$ cat src/rtl/coef_pack_pkg.sv
// Shared types and default sizing for the coefficient packing scheduler.
package coef_pack_pkg;

    typedef enum logic [2:0] {
        IDLE   = 3'd0,
        ARB    = 3'd1,
        CLEAR  = 3'd2,
        STREAM = 3'd3,
        DRAIN  = 3'd4,
        DONE   = 3'd5
    } state_t;

    localparam int DEF_NUM_REQ        = 2;
    localparam int DEF_DATA_WIDTH     = 12;
    localparam int DEF_COEF_PER_WORD  = 4;
    localparam int DEF_WORDS_PER_POLY = 64;
    localparam int COEF_PER_POLY      = DEF_COEF_PER_WORD * DEF_WORDS_PER_POLY;

endpackage

$ cat src/rtl/rr_arbiter.sv
// Combinational round-robin pick: first requester after last_grant, ascending with wrap.
module rr_arbiter #(
    parameter int NUM_REQ = 2,
    localparam int IW = (NUM_REQ > 1) ? $clog2(NUM_REQ) : 1
) (
    input  logic [NUM_REQ-1:0] req,
    input  logic [IW-1:0]      last_grant,
    output logic [NUM_REQ-1:0] gnt,
    output logic [IW-1:0]      index
);

    int   cand;
    logic found;

    always_comb begin
        gnt   = '0;
        index = '0;
        found = 1'b0;
        cand  = 0;
        // Offsets start at 1 so the previous owner is considered last.
        for (int k = 1; k <= NUM_REQ; k++) begin
            cand = (int'(last_grant) + k) % NUM_REQ;
            if (!found && req[cand[IW-1:0]]) begin
                found                = 1'b1;
                gnt[cand[IW-1:0]]    = 1'b1;
                index                = cand[IW-1:0];
            end
        end
    end

endmodule

$ cat src/rtl/coef_pack_sched.sv
// Shares one coefficient packing buffer between NUM_REQ sources, one whole
// polynomial per grant, with buffer clear between polynomials.
module coef_pack_sched
    import coef_pack_pkg::*;
#(
    parameter int NUM_REQ        = DEF_NUM_REQ,
    parameter int DATA_WIDTH     = DEF_DATA_WIDTH,
    parameter int COEF_PER_WORD  = DEF_COEF_PER_WORD,
    parameter int WORDS_PER_POLY = DEF_WORDS_PER_POLY,
    localparam int IW = (NUM_REQ > 1) ? $clog2(NUM_REQ) : 1
) (
    input  logic                          clk,
    input  logic                          rst_n,
    input  logic [NUM_REQ-1:0]            req,
    input  logic [NUM_REQ*DATA_WIDTH-1:0] src_data,
    input  logic [NUM_REQ-1:0]            src_valid,
    output logic [NUM_REQ-1:0]            src_ready,
    output logic [NUM_REQ-1:0]            grant,
    output logic                          buf_clr_n,
    output logic                          buf_w_en,
    output logic                          buf_valid_in,
    output logic [DATA_WIDTH-1:0]         buf_data_in,
    input  logic                          buf_full,
    input  logic                          buf_word_valid,
    output logic                          busy,
    output logic                          poly_done,
    output logic [IW-1:0]                 poly_owner,
    output logic                          protocol_err
);

    localparam int POLY_COEFS = COEF_PER_WORD * WORDS_PER_POLY;
    localparam int CW         = $clog2(POLY_COEFS) + 1;
    localparam int WW         = $clog2(WORDS_PER_POLY) + 1;

    localparam logic [CW-1:0] COEF_LAST = CW'(POLY_COEFS);
    localparam logic [CW-1:0] COEF_PRE  = CW'(POLY_COEFS - 1);
    localparam logic [WW-1:0] WORD_LAST = WW'(WORDS_PER_POLY);

    state_t               state, state_next;
    logic [IW-1:0]        last_grant;
    logic [NUM_REQ-1:0]   arb_gnt;
    logic [IW-1:0]        arb_idx;
    logic [CW-1:0]        coef_cnt;
    logic [WW-1:0]        word_cnt, word_cnt_next;
    logic                 ready_g;
    logic                 xfer;
    logic                 word_err;

    rr_arbiter #(.NUM_REQ(NUM_REQ)) u_arb (
        .req        (req),
        .last_grant (last_grant),
        .gnt        (arb_gnt),
        .index      (arb_idx)
    );

    // Write side is a pure pass-through from the owning source.
    always_comb begin
        src_ready    = '0;
        buf_data_in  = '0;
        ready_g      = (state == STREAM) && !buf_full && (coef_cnt < COEF_LAST);
        xfer         = ready_g && src_valid[poly_owner];
        if (state == STREAM) begin
            src_ready[poly_owner] = ready_g;
            buf_data_in           = src_data[int'(poly_owner)*DATA_WIDTH +: DATA_WIDTH];
        end
        buf_w_en     = xfer;
        buf_valid_in = xfer;
    end

    always_comb begin
        word_cnt_next = word_cnt;
        if (buf_word_valid && (state == STREAM || state == DRAIN) && word_cnt < WORD_LAST)
            word_cnt_next = word_cnt + 1'b1;
        word_err = buf_word_valid &&
                   (state == IDLE || state == ARB || state == CLEAR || word_cnt == WORD_LAST);
    end

    always_comb begin
        state_next = state;
        case (state)
            IDLE:   if (|req) state_next = ARB;
            ARB:    state_next = (|req) ? CLEAR : IDLE;
            CLEAR:  state_next = STREAM;
            STREAM: if (coef_cnt == COEF_LAST || (xfer && coef_cnt == COEF_PRE))
                        state_next = DRAIN;
            DRAIN:  if (word_cnt_next == WORD_LAST) state_next = DONE;
            DONE:   state_next = (|req) ? ARB : IDLE;
            default: state_next = IDLE;
        endcase
    end

    assign busy      = (state != IDLE);
    assign poly_done = (state == DONE);

    always_ff @(posedge clk or negedge rst_n) begin
        if (!rst_n) begin
            state        <= IDLE;
            grant        <= '0;
            poly_owner   <= '0;
            last_grant   <= IW'(NUM_REQ - 1);
            coef_cnt     <= '0;
            word_cnt     <= '0;
            buf_clr_n    <= 1'b0;
            protocol_err <= 1'b0;
        end else begin
            state     <= state_next;
            // Registered so the clear lands exactly on the CLEAR cycle.
            buf_clr_n <= (state_next != CLEAR);
            if (state == ARB && |req) begin
                grant      <= arb_gnt;
                poly_owner <= arb_idx;
                last_grant <= arb_idx;
            end
            if (state_next == DONE)
                grant <= '0;
            if (state == CLEAR) begin
                coef_cnt <= '0;
                word_cnt <= '0;
            end else begin
                if (xfer && coef_cnt < COEF_LAST)
                    coef_cnt <= coef_cnt + 1'b1;
                word_cnt <= word_cnt_next;
            end
            if (word_err)
                protocol_err <= 1'b1;
        end
    end

endmodule

$ cat config.mk
export PLATFORM = sky130hd
export DESIGN_NAME = coef_pack_sched
export DESIGN_NICKNAME = d
export VERILOG_FILES = /design/src/rtl/coef_pack_pkg.sv /design/src/rtl/rr_arbiter.sv /design/src/rtl/coef_pack_sched.sv
export SDC_FILE = /design/constraint.sdc
export NUM_CORES = 1
export LEC_CHECK = 0
export BUFFER_PORTS_ARGS = -buffer_cell sky130_fd_sc_hd__buf_4
export CAP_MARGIN = 20
export CORE_UTILIZATION = 37
export CTS_BUF_LIST = sky130_fd_sc_hd__clkbuf_8
export CTS_CLUSTER_DIAMETER = 100
export DETAILED_ROUTE_END_ITERATION = 12
export GPL_TIMING_DRIVEN = 1
export MAX_ROUTING_LAYER = met4
export PLACE_DENSITY = 0.68
export SLEW_MARGIN = 20
export SYNTH_ARGS = -nofsm -noshare
export SYNTH_HDL_FRONTEND = slang
export SYNTH_SLANG_ARGS = --single-unit
$ cat constraint.sdc
create_clock -name clk -period 5.1 [get_ports clk]
set_input_delay 0.255 -clock clk [delete_from_list [all_inputs] [get_ports clk]]
set_output_delay 0.255 -clock clk [all_outputs]
set_load 0.005 [all_outputs]
---- Word-level counts from Yosys, hierarchy flattened ----
Index checks and enable logic that the tools add are counted.
Widths: inputs -> output; s select.
storage, ports and cells
  output and inout port bits .............. 23
  word-level logic and storage cells ...... 91
  bits in registers ....................... 25
  input port bits ......................... 32
cells by class
  shift-type cells ........................ 1
  add/subtract/negate cells ............... 4
  equal/unequal tests ..................... 11
  reduce and logical (&&, ||, !) cells .... 25
  multipliers ............................. 1
  magnitude comparators ................... 8
  muxes and demuxes ....................... 31
  bitwise operators ....................... 2
operators by type and width
  kind                 number
  $shiftx 24x6->12     1
  $mux 9               2
  $pmux 3 s6           1
  $eq 7x7->1 const B   2
  $mux 7               2
  $logic_and 1x1->1    13
  $mux 1               13
  $mux 12              1
  $mux 2               6
  $add 9x1->9 const B  1
  $eq 3x3->1 const B   3
  $eq 9x8->1 const B   1
  $eq 9x9->1 const B   1
  $lt 9x9->1 const B   1
  $mux 3               3
  $add 7x1->7 const B  1
  $lt 7x7->1 const B   1
  $eq 3x2->1 const B   2
  $lt 1x2->1 const B   3
  $logic_or 1x1->1     5
  $reduce_bool 2->1    2
  $demux 1 s1          3
  $eq 3x1->1 const B   1
  $ge 1x1->1 const B   3
  9 further kinds      11

---- Depth between registers and ports, before layout ----
Gate-level depths: netlist of run 1.
  word-level depth ........................ 10
  depth in mapped cells ................... 8
  mapped depth without buffers ............ 7

---- Cells and area by module ----
A second synthesis of run 1 with hierarchy kept.
second synthesis, totals
  cell total of the unflattened synthesis .. 183
  area total of the unflattened synthesis .. 1659.1 um^2
by module, submodules not included
  module           cells an instance  area each (um^2)  times used
  coef_pack_sched  179                1632.8            1
  rr_arbiter       4                  26.3              1

---- Least setup slack after synthesis of run 1 ----
OpenSTA, ideal clock, no wires.
  kind .................................... reg2reg
  start point ............................. reg state[1]
  end point ............................... reg grant[1]
  cell stages (with the launch flop) ...... 7
  path slack .............................. 2.816 ns
  arrival time ............................ 2.167 ns
  path buffers ............................ 1
  data required time ...................... 4.983 ns
  cell sequence ........................... dfrtp_1 -> buf_6 -> or3b_4 -> a2111oi_0 -> xnor2_1 -> or4b_4 -> and2_4
between the ends
  longest elaborated chain between the ends .. 10
  elaborated cells on any way between the ends .. 24
  classes of those cells .................. eq/ne: 7; mux: 6; reduce/logical: 11
RTL lines
  item                                                   line                                                                 text
  start: declaration                                     coef_pack_sched.sv:39                                                state_t state, state_next;
  start signal: assignment                               coef_pack_sched.sv:106                                               state <= state_next;
  $eq 3x2->1 or $eq 3x3->1 (tied branches)               coef_pack_sched.sv:60, coef_pack_sched.sv:72, coef_pack_sched.sv:80
  $logic_or 1x1->1 or $logic_and 1x1->1 (tied branches)  coef_pack_sched.sv:72, coef_pack_sched.sv:60
  $logic_and 1x1->1 (on tied branches)                   coef_pack_sched.sv:72, coef_pack_sched.sv:60
  $logic_and 1x1->1 (on tied branches)                   coef_pack_sched.sv:72, coef_pack_sched.sv:61
  $mux 7 or $logic_and 1x1->1 (tied branches)            coef_pack_sched.sv:72, coef_pack_sched.sv:84
  $eq 7x7->1 or $logic_or 1x1->1 (tied branches)         coef_pack_sched.sv:86, coef_pack_sched.sv:84
  $mux 3 (on tied branches)                              coef_pack_sched.sv:86, coef_pack_sched.sv:84
  $pmux 3 s6                                             coef_pack_sched.sv:80                                                case (state)
  $eq 3x3->1                                             coef_pack_sched.sv:114                                               if (state_next == DONE)
  $mux 2 or $reduce_bool 2->1 (tied branches)            --
  end signal: assignment                                 coef_pack_sched.sv:110                                               grant <= arb_gnt;
  end: declaration                                       coef_pack_sched.sv:18                                                output logic [NUM_REQ-1:0] grant,
Several ways; a longest one is shown, not always the timed one.
A chain may end at the register's enable or synchronous reset.

---- Worst setup path after layout of run 1 ----
  start point ............................. reg state[2]
  end point ............................... out buf_valid_in
between the ends
  longest elaborated chain between the ends .. 4
RTL lines
  item                             line                   text
  $eq 3x2->1                       coef_pack_sched.sv:60  ready_g = (state == STREAM) && !buf_full && (coef_cnt < COEF_LAST);
  $logic_and 1x1->1 (2 in series)  coef_pack_sched.sv:60
  $logic_and 1x1->1                coef_pack_sched.sv:61  xfer = ready_g && src_valid[poly_owner];
  end: declaration                 coef_pack_sched.sv:21  output logic buf_valid_in,
No other way between the ends.

==> results of run 1 <==
## critical path, stage by stage (launching register included)
cell and delay [ns]:
dfrtp_1 0.49, nand3b_1 0.67, or4_1 0.80, clkinv_1 0.21, buf_4 0.14
## flip-flops by register name (all words and copies together) (netlist names)
signal	cells
word_cnt	7
grant	2
poly_owner	1
state	3
last_grant	1
buf_clr_n	1
protocol_err	1
coef_cnt	9
## through the flow
| step | setup WS [ns] | hold slack [ns] | area [sq um] |
|---|---|---|---|
| CTS | 2.25 | 0.258 | 2080 |
| floorplan | 2.82 | -0.0406 | 1620 |
| global route | 2.03 | 0.285 | 2080 |
| detailed placement | 2.30 | 0.181 | 2030 |
| finish | 2.25 | 0.249 | 2080 |
| global placement | 2.38 | 0.181 | 2030 |
## kinds of logic (layout without fill, tap and decap cells)
group	count (synthesis)	in the layout	share of synthesized area (%)
fa+ha+maj	5	5	3.87
mux	15	15	9.29
buf+inv	24	72	6.43
flops	25	25	38.8
simple gates	75	75	23.2
xor+xnor	11	11	5.96
compound gates	30	30	12.4
## layout make-up
type | count | share of cell area [%]
clock buffer | 3 | 1.98
clock inverter | 1 | 0.240
tap | 50 | 3.00
timing repair buffer | 55 | 19.9
inverter | 13 | 2.34
multi-input combinational | 136 | 42.4
sequential | 25 | 30.1
## timing repair
item / in CTS / in global routing
endpoints found under the setup margin: 0 / 0
endpoints found under the hold margin: 24 / 0
hold buffers: 1 / 0
buffers inserted: 0 / 0
## routing by layer
layer,GRT usage [%],up-vias,wire [um]
li1,-,731,-
met1,19.9,688,1580
met2,31.5,52,1740
met3,3.50,4,353
met4,5.99,0,42
met5,-,-,0
## synthesized netlist by cell type, drive strengths merged (3+ instances only)
cell / instances
a21oi: 9
nand2b: 4
a211oi: 3
clkbuf: 5
nand4: 3
mux2i: 15
nand2: 13
xor2: 5
ha: 5
dfrtp: 24
xnor2: 6
nor2: 28
inv: 12
nor3: 5
nand3: 6
buf: 6
o21ai: 8
nor4: 3
## worst paths after layout
kind / cells past startpoint / to / slack (ns)
max: 4 / buf_valid_in / 2.25
max reg2reg: 6 / state[0] / 2.27
min: 3 / protocol_err / 0.25
max in group asynchronous: 2 / last_grant / 4.39
min in group asynchronous: 2 / protocol_err / 0.41
min reg2reg: 1 / protocol_err / 0.48
## power breakdown
| part | leakage, nW | internal (mW) | switching [mW] |
|---|---|---|---|
| combinational | 0.622 | 0.227 | 0.216 |
| sequential | 0.319 | 0.249 | 0.0784 |
| clock | 0.0255 | 0.0546 | 0.0617 |
| total | 0.967 | 0.531 | 0.356 |
==> flow_metrics.env, run 1 <==
export IMPL_r2r_start="state[2]"
export IMPL_cts_root_buf="clkbuf_8"
export IMPL_p_per_area_nw_per_um2=425
export IMPL_areaGrowthSynthToFinish_pct=29.0
export IMPL_worstMarginPinSlew_ns=0.786
export IMPL_initial_core_util_pct=39.5
export IMPL_hold_class="input pin to flop"
export IMPL_clock_path_buffers=2
export IMPL_drt_initial_drc_count=42
export IMPL_seq_area_sq_um=627
export IMPL_detail_route_antenna_nets=0
export IMPL_crit_type="flop to output pin"
export IMPL_cts_tree="built"
export IMPL_relSlewSlack_pct=47.4
export IMPL_avgRoutedWirePerCell_um=13.1
export IMPL_fin_cells=283
export IMPL_synthCells=185
export IMPL_fmax_mhz=351
export IMPL_synth_async_sr_flop_share_pct=100
export IMPL_grt_start_max_net_pins=26
export IMPL_n_fill_cell=391
export IMPL_grt_pass1_wl_um=6040
export IMPL_crit_fanout=20
export IMPL_startpoint="state[2]"
export IMPL_gp_congestion=0.847
export IMPL_cts_sinks=25
export IMPL_place_inst=278
export IMPL_rows=23
export IMPL_maxCapViolations=0
export IMPL_clock_skew_ns=0.00156
export IMPL_finalCriticalPeriod_ns=2.85
export IMPL_antennaDiodeCount=0
export IMPL_syn_cell_area_sq_um=1620
export IMPL_synth_warnings=0
export IMPL_first_global_vias=1393
export IMPL_end_kind="output pin"
export IMPL_clkLatencyLatePin_ns=0.27
export IMPL_vias=1475
export IMPL_status="complete, no violations"
export IMPL_drive_above_1_share_pct=27.0
export IMPL_design_core_area_sq_um=4090
export IMPL_cts_made_buffers=3
export IMPL_cp_required_ns=4.85
export IMPL_cts_resized=0
export IMPL_routed_wl_um=3720
export IMPL_leakagePower_nw=0.967
export IMPL_clk_pin_slew_ns=0.08
export IMPL_final_hold_viol_count=0
export IMPL_synth_top_area_share_pct=37.2
export IMPL_synthesis_nets=222
export IMPL_min_from="buf_word_valid"
export IMPL_ys_flop_type="dfrtp_1"
export IMPL_seq_area_frac_synth_pct=38.8
export IMPL_finalSetupViolCount=0
export IMPL_die_h_um=68.1
export IMPL_grt_overflow=0
export IMPL_synth_edf_count=0
export IMPL_drc=0
export IMPL_htreeDepth=1
export IMPL_avgSynthCellArea_sq_um=8.73
export IMPL_yosysUniqueCellTypes=44
export IMPL_die_w_um=68.1
export IMPL_num_io_pins=55
export IMPL_viasPerCell=5.21
export IMPL_post_route_util_pct=51.0
export IMPL_ys_ff_latch=25
export IMPL_final_cell_mix="buf_4 (54), nor2_1 (28), dfrtp_1 (24)"
export IMPL_tns_ns=0
export IMPL_grt_usage_pct=17.8
export IMPL_ir_drop_v=0.000167
export IMPL_startpoint_type="flop"
export IMPL_cp_data_arrival_time_ns=2.59
export IMPL_dieArea_sq_um=4630
export IMPL_slew_viol_final=0
export IMPL_port_buffers=54
export IMPL_rsz0062_at_grt="no"
export IMPL_firstDrtPassIters=4
export IMPL_synth_area_leader_cell="dfrtp_1"
export IMPL_period_share_pct=55.8
export IMPL_total_power_mw=0.887
export IMPL_synth_area_leaders="dfrtp_1 (37%), mux2i_1 (9.3%), nor2_1 (6.5%)"
export IMPL_place_hpwl_um=2790
export IMPL_final_common_cell="buf_4"
export IMPL_grt_antenna_before_repair=0
export IMPL_nets=271
export IMPL_multi_input_area_sq_um=885
Note: power is estimated with default switching activity, not from simulation.
==> run 2, diff against run 1 <==
--- a/config.mk
+++ b/config.mk
@@ -5,6 +5,7 @@
 export SDC_FILE = /design/constraint.sdc
 export NUM_CORES = 1
 export LEC_CHECK = 0
+export ABC_AREA = 1
 export BUFFER_PORTS_ARGS = -buffer_cell sky130_fd_sc_hd__buf_4
 export CAP_MARGIN = 20
 export CORE_UTILIZATION = 37
@@ -13,7 +14,7 @@
 export DETAILED_ROUTE_END_ITERATION = 12
 export GPL_TIMING_DRIVEN = 1
 export MAX_ROUTING_LAYER = met4
-export PLACE_DENSITY = 0.68
+export PLACE_DENSITY = 0.67
 export SLEW_MARGIN = 20
 export SYNTH_ARGS = -nofsm -noshare
 export SYNTH_HDL_FRONTEND = slang
==> constraint.sdc (replaced) <==
create_clock -name clk -period 2.75 [get_ports clk]
set_input_delay 0.1375 -clock clk [delete_from_list [all_inputs] [get_ports clk]]
set_output_delay 0.1375 -clock clk [all_outputs]
set_load 0.005 [all_outputs]
==> flow_metrics.env, run 2 <==
export IMPL_status="complete, no violations"
export IMPL_finalCriticalPeriod_ns=1.86
export IMPL_end_kind="output pin"
export IMPL_avgSynthCellArea_sq_um=6.77
export IMPL_synth_area_leader_cell="dfrtp_1"
export IMPL_grt_usage_pct=17.9
export IMPL_design_core_area_sq_um=4500
export IMPL_cts_made_buffers=3
export IMPL_first_global_vias=1644
export IMPL_ir_drop_v=0.000344
export IMPL_startpoint_type="flop"
export IMPL_p_clk_share_pct=10.6
export IMPL_rows=24
export IMPL_synthCells=264
export IMPL_relSlewSlack_pct=72.4
export IMPL_p_int_mw=1.11
export IMPL_power_switching_mw=0.939
export IMPL_gp_congestion=0.803
export IMPL_clock_skew_ns=0.00387
export IMPL_post_cts_buffers=0
export IMPL_antennaDiodeCount=0
export IMPL_fin_cells=370
export IMPL_viasPerCell=4.79
export IMPL_synth_edf_count=0
export IMPL_ys_top_cells_by_count="nand2_1 (88), inv_1 (49), dfrtp_1 (24), nor2_1 (24), nand3_1 (15)"
export IMPL_hold_slack_ns=0.166
export IMPL_areaGrowthSynthToFinish_pct=28.2
export IMPL_dieArea_sq_um=5110
export IMPL_initial_core_util_pct=39.7
export IMPL_detail_route_antenna_nets=0
export IMPL_r2r_slack_ns=1.03
export IMPL_cp_data_arrival_time_ns=1.72
export IMPL_drt_initial_drc_count=92
export IMPL_comb_power_share_pct=61.6
export IMPL_maxCapViolations=0
export IMPL_synthesis_nets=301
export IMPL_final_common_cell="nand2_1"
export IMPL_cp_buffers_inverters=4
export IMPL_largest_reg_flops=9
export IMPL_yosysUniqueCellTypes=31
export IMPL_period_share_pct=67.7
export IMPL_top_register="coef_cnt"
export IMPL_crit_family="buffers and inverters"
export IMPL_yosysMostFrequentCell="nand2_1"
export IMPL_finalSetupViolCount=0
export IMPL_die_h_um=71.5
export IMPL_n_fill_cell=456
export IMPL_drive_above_1_share_pct=23.6
export IMPL_clkLatencyLatePin_ns=0.27
export IMPL_crit_slowest_cell="dfrtp_1"
export IMPL_port_buffers=54
export IMPL_leakagePower_nw=1.31
export IMPL_firstDrtPassIters=4
export IMPL_slew_viol_final=0
export IMPL_critPathMaxStageDelay_ns=0.37
export IMPL_rsz0062_at_grt="no"
export IMPL_nets=356
export IMPL_startpoint="poly_owner"
export IMPL_seqPwrFrac_pct=27.9
export IMPL_final_hold_viol_count=0
export IMPL_crit_fanout=16
export IMPL_ys_flop_type="dfrtp_1"
export IMPL_grt_start_max_net_pins=26
export IMPL_fmax_mhz=537
export IMPL_drc=0
export IMPL_top_regs="coef_cnt x9, word_cnt x7, state x3"
export IMPL_pre_cts_ws_ns=1.04
export IMPL_synth_warnings=0
export IMPL_cts_tree="built"
export IMPL_total_power_mw=2.05
export IMPL_hold_class="input pin to flop"
export IMPL_crit_path_cell_trace="buf_4 -> inv_1 -> nand2_1 -> nand2_1 -> nand2_4 -> inv_1 -> buf_4"
export IMPL_cp_required_ns=2.61
export IMPL_synth_top_area_share_pct=33.6
export IMPL_seq_area_frac_synth_pct=35.1
export IMPL_final_cell_mix="nand2_1 (88), buf_4 (55), inv_1 (50)"
export IMPL_crit_type="flop to output pin"
export IMPL_clock_path_buffers=2
export IMPL_avgRoutedWirePerCell_um=11.2
export IMPL_htreeDepth=1
export IMPL_die_w_um=71.5
export IMPL_ys_ff_latch=25
export IMPL_r2r_end="state[0]"
export IMPL_r2r_start="poly_owner"
export IMPL_worstMarginPinSlew_ns=0.413
export IMPL_cts_sinks=25
export IMPL_clk_pin_slew_ns=0.09
export IMPL_syn_cell_area_sq_um=1790
export IMPL_synth_async_sr_flop_share_pct=100
export IMPL_routed_wl_um=4130
export IMPL_place_inst=365
export IMPL_grt_pass1_wl_um=7160
export IMPL_vias=1772
export IMPL_path_depth=7
export IMPL_cp_endpoint="buf_w_en"
export IMPL_synth_area_leaders="dfrtp_1 (34%), nand2_1 (18%), inv_1 (10%)"
export IMPL_grt_overflow=0
export IMPL_postLayoutSetupSlackWorst_ns=0.889
export IMPL_p_per_area_nw_per_um2=894
export IMPL_place_hpwl_um=3280
export IMPL_cts_root_buf="clkbuf_8"
export IMPL_grt_antenna_before_repair=0
export IMPL_swShare_pct=45.8
export IMPL_reg2reg_depth=9
export IMPL_tns_ns=0
export IMPL_num_io_pins=55
run 2: worst reg2reg max path: cells and delay by family, from the launching register on:
family / cells / cell delay, ns
AO/OA/AOI/OAI: 1 / 0.19
flip-flops: 1 / 0.37
buffers and inverters: 2 / 0.51
AND/OR/NAND/NOR: 6 / 0.54
run 2: cell type report:
type	count	area [sq um]	area share, %
Multi-Input combinational cell	183	945	41.2
Sequential cell	25	627	27.3
Timing Repair Buffer	56	423	18.4
Inverter	50	188	8.19
Tap cell	52	65.1	2.84
Clock buffer	3	41.3	1.80
Clock inverter	1	3.75	0.164
run 2: worst min path at each step:
| stage | start | to | cells after the start |
|---|---|---|---|
| 2_1_floorplan | rst_n | buf_clr_n | 0 |
| 3_3_place_gp | rst_n | word_cnt[4] | 1 |
| 3_5_place_dp | rst_n | buf_clr_n | 1 |
| 4_1_cts | buf_word_valid | protocol_err | 2 |
| 5_1_grt | buf_word_valid | protocol_err | 2 |
| 6_report | buf_word_valid | protocol_err | 2 |
run 2: power by group through the flow:
stage	Clock, mW	Sequential, mW	Combinational [mW]
after global routing	0.238	0.588	1.45
final	0.217	0.571	1.26
after global placement	0	0.576	1.26
after floorplan	0	0.570	0.820
after CTS	0.226	0.571	1.27
after detailed placement	0	0.577	1.27
run 2: metal layers:
metal / track usage (%) / wire [um] / vias to the layer above
li1: - / - / 928
met1: 23.0 / 1970 / 812
met2: 30.4 / 2010 / 30
met3: 2.95 / 136 / 2
met4: 2.61 / 14 / 0
met5: - / 0 / -
run 2: cells by family (layout without fill, tap and decap cells):
group / count (synthesis) / in the layout / synth area share [%]
AOI/OAI and AO/OA: 25 / 25 / 8.26
xor gates and xnor gates: 1 / 1 / 0.490
adders and majority gates: 5 / 5 / 3.50
buffers and inverters: 56 / 110 / 12.1
DFF: 25 / 25 / 35.1
and+or+nand+nor: 152 / 152 / 40.6
run 2: repair_timing:
action / 4_1_cts / 5_1_grt
hold endpoints to repair: 24 / 0
hold buffers: 1 / 0
gates resized for setup: 0 / 0
run 2: through the flow:
stage	cell area, sq um	util (%)
2_1_floorplan	1790	-
3_5_place_dp	2240	49.7
3_3_place_gp	2240	49.7
5_1_grt	2290	50.9
6_report	2290	50.9
4_1_cts	2290	50.9
==> run 3, diff against run 2 <==
==> constraint.sdc (replaced) <==
create_clock -name clk -period 1.8 [get_ports clk]
set_input_delay 0.09 -clock clk [delete_from_list [all_inputs] [get_ports clk]]
set_output_delay 0.09 -clock clk [all_outputs]
set_load 0.005 [all_outputs]
==> flow_metrics.env, run 3 (synthesized netlist as in run 2, its figures left out) <==
export IMPL_place_hpwl_um=3340
export IMPL_cp_data_arrival_time_ns=1.53
export IMPL_n_fill_cell=438
export IMPL_finalCriticalPeriod_ns=1.62
export IMPL_seqPwrFrac_pct=28.0
export IMPL_top_regs="coef_cnt x9, word_cnt x7, state x3"
export IMPL_cp_required_ns=1.71
export IMPL_slew_viol_final=0
export IMPL_avgRoutedWirePerCell_um=11.1
export IMPL_maxCapViolations=0
export IMPL_crit_slowest_cell="dfrtp_1"
export IMPL_ir_drop_v=0.000572
export IMPL_p_int_mw=1.72
export IMPL_clock_skew_ns=0.00243
export IMPL_r2r_start="state[1]"
export IMPL_drt_initial_drc_count=86
export IMPL_port_buffers=54
export IMPL_fmax_mhz=618
export IMPL_critPathMaxStageDelay_ns=0.46
export IMPL_dieArea_sq_um=5110
export IMPL_htreeDepth=1
export IMPL_cts_root_buf="clkbuf_8"
export IMPL_final_hold_viol_count=0
export IMPL_postLayoutSetupSlackWorst_ns=0.182
export IMPL_top_register="coef_cnt"
export IMPL_routed_wl_um=4140
export IMPL_cts_made_buffers=3
export IMPL_power_switching_mw=1.46
export IMPL_initial_core_util_pct=39.7
export IMPL_r2r_end="grant[0]"
export IMPL_leakagePower_nw=1.32
export IMPL_fin_area_sq_um=2310
export IMPL_rows=24
export IMPL_areaGrowthSynthToFinish_pct=29.3
export IMPL_die_h_um=71.5
export IMPL_final_cell_mix="nand2_1 (88), buf_4 (57), inv_1 (49)"
export IMPL_crit_path_cell_trace="inv_2 -> nand3_4 -> nor3_4 -> nand2_4 -> inv_1 -> buf_4"
export IMPL_hold_end="state[0]"
export IMPL_period_share_pct=89.9
export IMPL_r2r_slack_ns=0.19
export IMPL_drc=0
export IMPL_drive_above_1_share_pct=24.4
export IMPL_grt_overflow=0
export IMPL_grt_antenna_before_repair=0
export IMPL_cp_buffers_inverters=3
export IMPL_hold_depth=3
export IMPL_gp_congestion=0.851
export IMPL_nets=358
export IMPL_crit_fanout=8
export IMPL_grt_start_max_net_pins=26
export IMPL_clock_path_buffers=2
export IMPL_tns_ns=0
export IMPL_crit_family="flip-flops"
export IMPL_placed_area_sq_um=2250
export IMPL_cts_tree="built"
export IMPL_design_core_area_sq_um=4500
export IMPL_pre_cts_ws_ns=0.216
export IMPL_swShare_pct=45.9
export IMPL_comb_power_share_pct=61.8
export IMPL_rsz0062_at_grt="no"
export IMPL_hold_class="input pin to flop"
export IMPL_largest_reg_flops=9
export IMPL_viasPerCell=4.73
export IMPL_grt_usage_pct=17.8
export IMPL_detail_route_antenna_nets=0
export IMPL_end_kind="output pin"
export IMPL_reg2reg_depth=8
export IMPL_final_common_cell="nand2_1"
export IMPL_num_io_pins=55
export IMPL_first_global_vias=1647
export IMPL_relSlewSlack_pct=70.3
export IMPL_antennaDiodeCount=0
export IMPL_p_clk_share_pct=10.2
export IMPL_finalSetupViolCount=0
export IMPL_p_per_area_nw_per_um2=1380
export IMPL_firstDrtPassIters=4
export IMPL_min_from="req[0]"
export IMPL_die_w_um=71.5
export IMPL_crit_type="flop to output pin"
export IMPL_startpoint_type="flop"
export IMPL_grt_pass1_wl_um=7070
export IMPL_clk_pin_slew_ns=0.08
export IMPL_vias=1759
export IMPL_post_cts_buffers=0
export IMPL_clkLatencyLatePin_ns=0.27
export IMPL_worstMarginPinSlew_ns=0.442
export IMPL_status="complete, no violations"
export IMPL_cts_sinks=25
-- run 3: metrics by stage --
step | utilization, % | hold WS [ns] | std cells | power [mW]
floorplan | - | -0.206 | 264 | 2.12
finish | 51.3 | 0.108 | 372 | 3.18
global placement | 50.0 | 0.0129 | 367 | 2.87
CTS | 51.2 | 0.0953 | 372 | 3.21
global route | 51.3 | 0.105 | 372 | 3.52
detailed placement | 50.0 | 0.0138 | 367 | 2.88
-- run 3: repair_timing --
item,4_1_cts,5_1_grt
resized for setup,0,1
setup endpoints to repair,0,3
hold endpoints to repair,25,0
hold buffers,1,0
-- run 3: final cells by class --
cell class / count / area (sq um) / area share, %
Inverter: 50 / 191 / 8.28
Multi-Input combinational cell: 183 / 945 / 40.9
Clock buffer: 3 / 41.3 / 1.79
Timing Repair Buffer: 58 / 438 / 18.9
Tap cell: 52 / 65.1 / 2.82
Sequential cell: 25 / 627 / 27.1
Clock inverter: 1 / 3.75 / 0.162
-- run 3: worst max path at each step --
stage / slack, ns / depth (start not counted) / startpoint / to
global placement: 0.28 / 8 / state[1] / grant[0]
finish: 0.18 / 6 / state[2] / buf_w_en
detailed placement: 0.22 / 8 / state[1] / grant[1]
floorplan: 0.38 / 8 / state[1] / grant[0]
CTS: 0.15 / 6 / state[2] / buf_data_in[11]
global route: 0.02 / 10 / state[1] / grant[0]
-- run 3: power groups by stage --
stage	clock, mW	combinational, mW	sequential (mW)
2_1_floorplan	0	1.25	0.871
3_3_place_gp	0	1.97	0.903
3_5_place_dp	0	1.97	0.905
4_1_cts	0.337	1.98	0.893
5_1_grt	0.354	2.25	0.924
6_report	0.323	1.97	0.893
-- run 3: routing by layer --
| metal | up-vias | routed length [um] | part of all wire [%] | track usage, % |
|---|---|---|---|---|
| met4 | 0 | 38 | 0.92 | 3.27 |
| met1 | 795 | 1970 | 48 | 21.9 |
| met3 | 6 | 125 | 3.0 | 3.38 |
| li1 | 927 | - | - | - |
| met2 | 31 | 2000 | 48 | 30.7 |
| met5 | - | 0 | 0 | - |
-- run 3: worst reg2reg max path, cell delays in order (launching register included) --
cell     delay [ns]
dfrtp_1        0.47
nor2_1         0.19
nand2_2        0.12
nand2_4        0.12
nand3_4        0.13
o21ai_2        0.21
nand3_1        0.11
nor2_2         0.11
nor2_1         0.05
